===== src/rtl/uart_pkg.sv =====
// Shared UART definitions: FSM state encodings, data width and parity helper.
// The receiver is expected to share this package as well.
package uart_pkg;

    localparam int UART_DATA_BITS = 8;

    typedef enum logic [2:0] {
        IDLE   = 3'b000,
        START  = 3'b001,
        DATA   = 3'b010,
        PARITY = 3'b011,
        STOP   = 3'b100
    } uart_state_e;

    function automatic logic even_parity(input logic [UART_DATA_BITS-1:0] i_data);
        return ^i_data;
    endfunction

endpackage


===== src/rtl/uart_baud_cnt.sv =====
// Bit-period counter: counts 0..CLKS_PER_BIT-1 and flags the last cycle of
// every bit period; a synchronous clear holds it at zero.
module uart_baud_cnt #(
    parameter int CLKS_PER_BIT = 23
) (
    input  logic i_Clock,
    input  logic i_Clear,
    output logic o_Bit_End
);

    logic [7:0] r_count;

    assign o_Bit_End = (r_count == 8'(CLKS_PER_BIT - 1));

    always_ff @(posedge i_Clock) begin
        if (i_Clear || o_Bit_End) begin
            r_count <= '0;
        end else begin
            r_count <= r_count + 8'd1;
        end
    end

endmodule


===== src/rtl/uart_tx.sv =====
// UART transmitter, 8N1 with a one-entry holding register for gap-free frames.
// Define UART_TX_PARITY_EN to insert an even-parity bit before the stop bit.
module uart_tx
    import uart_pkg::*;
#(
    parameter int CLKS_PER_BIT = 23
) (
    input  logic                      i_Clock,
    input  logic                      i_Reset,
    input  logic                      i_Tx_DV,
    input  logic [UART_DATA_BITS-1:0] i_Tx_Byte,
    output logic                      o_Tx_Ready,
    output logic                      o_Tx_Serial,
    output logic                      o_Tx_Active,
    output logic                      o_Tx_Done
);

    uart_state_e               r_state;
    logic [UART_DATA_BITS-1:0] r_shift;
    logic [UART_DATA_BITS-1:0] r_hold;
    logic                      r_hold_valid;
    logic [2:0]                r_bit_idx;

    logic                      w_accept;
    logic                      w_bit_end;
    logic                      w_cnt_clear;
    logic                      w_stop_end;
    logic [2:0]                w_next_idx;

    assign o_Tx_Ready  = !r_hold_valid;
    assign w_accept    = i_Tx_DV && !r_hold_valid;
    assign w_cnt_clear = i_Reset || (r_state == IDLE);
    assign w_stop_end  = (r_state == STOP) && w_bit_end;
    assign w_next_idx  = r_bit_idx + 3'd1;

    uart_baud_cnt #(
        .CLKS_PER_BIT(CLKS_PER_BIT)
    ) u_baud_cnt (
        .i_Clock  (i_Clock),
        .i_Clear  (w_cnt_clear),
        .o_Bit_End(w_bit_end)
    );

    // Outputs are registered from the next-state decision, so the line
    // changes on the edge that starts each bit.
    always_ff @(posedge i_Clock) begin
        if (i_Reset) begin
            r_state      <= IDLE;
            r_shift      <= '0;
            r_hold       <= '0;
            r_hold_valid <= 1'b0;
            r_bit_idx    <= '0;
            o_Tx_Serial  <= 1'b1;
            o_Tx_Active  <= 1'b0;
            o_Tx_Done    <= 1'b0;
        end else begin
            o_Tx_Done <= 1'b0;

            // A byte offered mid-frame is parked; the last STOP cycle takes it directly.
            if (w_accept && (r_state != IDLE) && !w_stop_end) begin
                r_hold       <= i_Tx_Byte;
                r_hold_valid <= 1'b1;
            end

            case (r_state)
                IDLE: begin
                    o_Tx_Serial <= 1'b1;
                    o_Tx_Active <= 1'b0;
                    r_bit_idx   <= '0;
                    if (w_accept) begin
                        r_shift     <= i_Tx_Byte;
                        r_state     <= START;
                        o_Tx_Serial <= 1'b0;
                        o_Tx_Active <= 1'b1;
                    end else if (r_hold_valid) begin
                        r_shift      <= r_hold;
                        r_hold_valid <= 1'b0;
                        r_state      <= START;
                        o_Tx_Serial  <= 1'b0;
                        o_Tx_Active  <= 1'b1;
                    end
                end

                START: begin
                    if (w_bit_end) begin
                        r_state     <= DATA;
                        r_bit_idx   <= '0;
                        o_Tx_Serial <= r_shift[0];
                    end
                end

                DATA: begin
                    if (w_bit_end) begin
                        if (r_bit_idx == 3'd7) begin
`ifdef UART_TX_PARITY_EN
                            r_state     <= PARITY;
                            o_Tx_Serial <= even_parity(r_shift);
`else
                            r_state     <= STOP;
                            o_Tx_Serial <= 1'b1;
`endif
                        end else begin
                            r_bit_idx   <= w_next_idx;
                            o_Tx_Serial <= r_shift[w_next_idx];
                        end
                    end
                end

`ifdef UART_TX_PARITY_EN
                PARITY: begin
                    if (w_bit_end) begin
                        r_state     <= STOP;
                        o_Tx_Serial <= 1'b1;
                    end
                end
`endif

                STOP: begin
                    if (w_bit_end) begin
                        o_Tx_Done <= 1'b1;
                        if (r_hold_valid) begin
                            r_shift      <= r_hold;
                            r_hold_valid <= 1'b0;
                            r_state      <= START;
                            o_Tx_Serial  <= 1'b0;
                        end else if (w_accept) begin
                            r_shift     <= i_Tx_Byte;
                            r_state     <= START;
                            o_Tx_Serial <= 1'b0;
                        end else begin
                            r_state     <= IDLE;
                            o_Tx_Serial <= 1'b1;
                            o_Tx_Active <= 1'b0;
                        end
                    end
                end

                default: begin
                    r_state     <= IDLE;
                    o_Tx_Serial <= 1'b1;
                    o_Tx_Active <= 1'b0;
                end
            endcase
        end
    end

endmodule

===== config.mk =====
export PLATFORM = sky130hd
export DESIGN_NAME = uart_tx
export DESIGN_NICKNAME = d
export VERILOG_FILES = /design/src/rtl/uart_pkg.sv /design/src/rtl/uart_baud_cnt.sv /design/src/rtl/uart_tx.sv
export SDC_FILE = /design/constraint.sdc
export NUM_CORES = 1
export LEC_CHECK = 0
export ABC_AREA = 1
export CORE_ASPECT_RATIO = 0.7
export CORE_UTILIZATION = 46
export CTS_CLUSTER_DIAMETER = 50
export CTS_CLUSTER_SIZE = 20
export DETAILED_ROUTE_END_ITERATION = 10
export PLACE_DENSITY_LB_ADDON = 0.1
export SETUP_SLACK_MARGIN = 0.05
export SYNTH_ARGS = -nofsm -noshare
export SYNTH_HDL_FRONTEND = slang
export SYNTH_SLANG_ARGS = --single-unit

===== constraint.sdc =====
create_clock -name i_Clock -period 1.8 [get_ports i_Clock]
set_clock_uncertainty 0.05 [all_clocks]
set_input_delay 0.36 -clock i_Clock [delete_from_list [all_inputs] [get_ports i_Clock]]
set_output_delay 0.36 -clock i_Clock [all_outputs]
set_load 0.005 [all_outputs]

==> flow_summary.json <==
{
  "coreArea_mm2": 0.00330,
  "cp-end-kind": "output pin",
  "chipWidth_um": 74.0,
  "ys_top_cells_by_count": "nand2_1 (60), dfxtp_1 (34), nor2_1 (31), a21oi_1 (26), inv_1 (23)",
  "grt_pass1_vias": 1335,
  "fin_crit_ns": 1.69,
  "synth_area_leader_cell": "dfxtp_1",
  "grt.overflow.total": 0,
  "cts.sinks": 34,
  "dpl-instance-area_mm2": 0.00190,
  "muxShareOfSynthArea": 0,
  "pwr-share-seq": 0.383,
  "diodes": 0,
  "finalSetupViolations": 0,
  "slew_headroom": 0.797,
  "worst_pin_slew_ns": 0.302,
  "synth_top_family_by_area": "simple AND/OR/NAND/NOR gates",
  "path_clk_slew_ns": 0.07,
  "syn2layout_area_growth_pct": 19.9,
  "ys_types": 27,
  "synth-async-reset-ratio": 0,
  "synth.most_common_cell": "nand2_1",
  "critPathArrivalTime_ns": 1.28,
  "dp.cells": 302,
  "synth_edf_count": 0,
  "hold_buffers": 0,
  "synth-xor-area-share": 0,
  "grtUsageMet1": 0.302,
  "setup.worst_path.start": "r_hold_valid",
  "io_buffer_count": 14,
  "stdcell_count": 310,
  "n_fill_cell": 307,
  "grt_max_degree": 19,
  "totalWireLength_mm": 3.41,
  "netlist_area_mm2": 0.00167,
  "synth_compound_area_frac": 0.131,
  "grtUsageMet3": 0.0519,
  "die-area_mm2": 0.00387,
  "core.rowCount": 17,
  "synthAdderAreaFrac": 0.0300,
  "yosys.area_share.simple": 0.355,
  "required_ns": 1.39,
  "grt_pass1_wl_mm": 5.98,
  "p_per_area_mw_per_mm2": 1420,
  "via_count": 1528,
  "grt_busiest_layer": "met1",
  "initial_core_util": 0.506,
  "drt_iter0_markers": 95,
  "regToRegEndpoint": "r_hold[2]",
  "cts_resized": 0,
  "yosys_most_used_dff": "dfxtp_1",
  "irDropWorstVdd_mv": 0.716,
  "fmax_mhz": 592,
  "timing.final.crit_share": 0.939,
  "drc": 0,
  "antenna_found_initial": 0,
  "finalHoldViolCount": 0,
  "power_frac_clock": 0.201,
  "synth_top_area_frac": 0.408,
  "syn_avg_cell_area_um2": 7.01,
  "track_usage": 0.209,
  "fp.dieH_um": 52.4,
  "drv_slew": 0,
  "worstRegToRegCells": 9,
  "first_pass_iters": 4,
  "layout.nets": 277,
  "fin_area_mm2": 0.00200,
  "r2r_start": "u_baud_cnt.r_count[0]",
  "power_switching_mw": 1.12,
  "p_sw_frac": 0.395,
  "ys_warn_count": 0,
  "cts_made_buffers": 5,
  "insertion_delay_ns": 0.28,
  "cp-endpoint": "o_Tx_Ready",
  "pwr-share-comb": 0.415,
  "crit_fanout": 4,
  "rsz0062_at_grt": "yes",
  "layout_setup_ws_ns": 0.110,
  "met2_usage": 0.302,
  "maxCapViolCount": 0,
  "cts_setup_buffers": 0,
  "rrSetupSlack_ns": 0.24,
  "p_leak_nw": 0.864,
  "layout-drive-gt1-share": 0.122,
  "h-tree-depth": 2,
  "synth.ff_latch_count": 34,
  "root_buffer": "clkbuf_8",
  "cts_tree": "done",
  "antenna_left": 0,
  "hold_class": "reg2reg",
  "finalSetupTns_ns": 0,
  "place_ws_ns": 0.0428,
  "status": "complete, no violations",
  "path_class": "reg2out",
  "viasPerCell": 4.93,
  "clock_tree.buffer_depth": 2,
  "ys_seq_area_frac": 0.408,
  "ios": 15,
  "synthesis.nets": 253,
  "globalplace.congestion": 0.828,
  "p_int_mw": 1.72,
  "synthTopCellsByArea": "dfxtp_1 (41%), nand2_1 (14%), a21oi_1 (7.8%)",
  "hpwl_mm": 2.47,
  "synthCells": 238,
  "wl_per_cell_um": 11.0,
  "crit_path_start_kind": "register"
}
## worst min-delay path by stage
| stage | startpoint | cells past startpoint | to |
|---|---|---|---|
| 6_report | r_hold[0] | 2 | r_shift[0] |
| 2_1_floorplan | u_baud_cnt.r_count[0] | 1 | u_baud_cnt.r_count[0] |
| 5_1_grt | r_hold[0] | 2 | r_shift[0] |
| 3_5_place_dp | u_baud_cnt.r_count[0] | 1 | u_baud_cnt.r_count[0] |
| 3_3_place_gp | u_baud_cnt.r_count[0] | 1 | u_baud_cnt.r_count[0] |
| 4_1_cts | r_hold[0] | 2 | r_shift[0] |
## cell families (layout without fill, tap and decap cells)
kind of cell | count (synthesis) | after routing
simple gates | 128 | 128
compound gates | 41 | 41
flops | 34 | 34
buf+inv | 31 | 56
fa+ha+maj | 4 | 4
## layout by cell type, fill, tap and decap left out, types with 2 or more instances in the layout
| master | count |
|---|---|
| clkdlybuf4s50_1 | 14 |
| dfxtp_1 | 34 |
| nand2_4 | 4 |
| buf_4 | 5 |
| a21oi_2 | 2 |
| o21ai_0 | 10 |
| nand4_1 | 3 |
| inv_1 | 23 |
| nand2_2 | 3 |
| nor3b_1 | 3 |
| a21oi_1 | 26 |
| nor2_1 | 31 |
| nor3_1 | 3 |
| inv_2 | 4 |
| nand3_1 | 15 |
| nand2_1 | 60 |
| clkbuf_8 | 6 |
| ha_1 | 4 |
## registers in the layout, indices dropped and copies added, names as in the netlist
| register | flops |
|---|---|
| o_Tx_Done | 1 |
| r_bit_idx | 3 |
| r_state | 3 |
| r_hold | 8 |
| r_hold_valid | 1 |
| o_Tx_Serial | 1 |
| r_shift | 8 |
| u_baud_cnt.r_count | 8 |
| o_Tx_Active | 1 |
## power groups by stage
stage / sequential [mW] / combinational, mW / clock (mW)
after floorplan: 1.08 / 0.880 / 0
after global placement: 1.10 / 1.16 / 0
after detailed placement: 1.10 / 1.16 / 0
after CTS: 1.09 / 1.17 / 0.584
after global routing: 1.11 / 1.36 / 0.615
final: 1.09 / 1.18 / 0.571
## stage by stage
step / total power, mW / util / hold WS, ns
after floorplan: 1.96 / - / 0.380
after global placement: 2.26 / 0.577 / 0.394
after detailed placement: 2.26 / 0.577 / 0.400
after CTS: 2.85 / 0.605 / 0.413
after global routing: 3.09 / 0.606 / 0.421
final: 2.84 / 0.606 / 0.412
## critical path, stage by stage, from the launching register on
cell	delay [ns]
dfxtp_1	0.35
inv_1	0.14
clkdlybuf4s50_1	0.52
## layout make-up
cell class	instances	area [um^2]	share of cell area
Clock buffer	7	86.3	0.0432
Sequential cell	34	681	0.340
Clock inverter	1	5.00	0.00250
Timing Repair Buffer	20	198	0.0989
Tap cell	47	58.8	0.0294
Inverter	28	105	0.0526
Multi-Input combinational cell	173	866	0.433
## per-layer routing
metal | part of all wire | up-vias
met1 | 0.54 | 683
met2 | 0.41 | 23
met5 | 0 | -
met4 | 0.010 | 0
met3 | 0.037 | 5
li1 | - | 817
(Power assumes the default switching activity.)
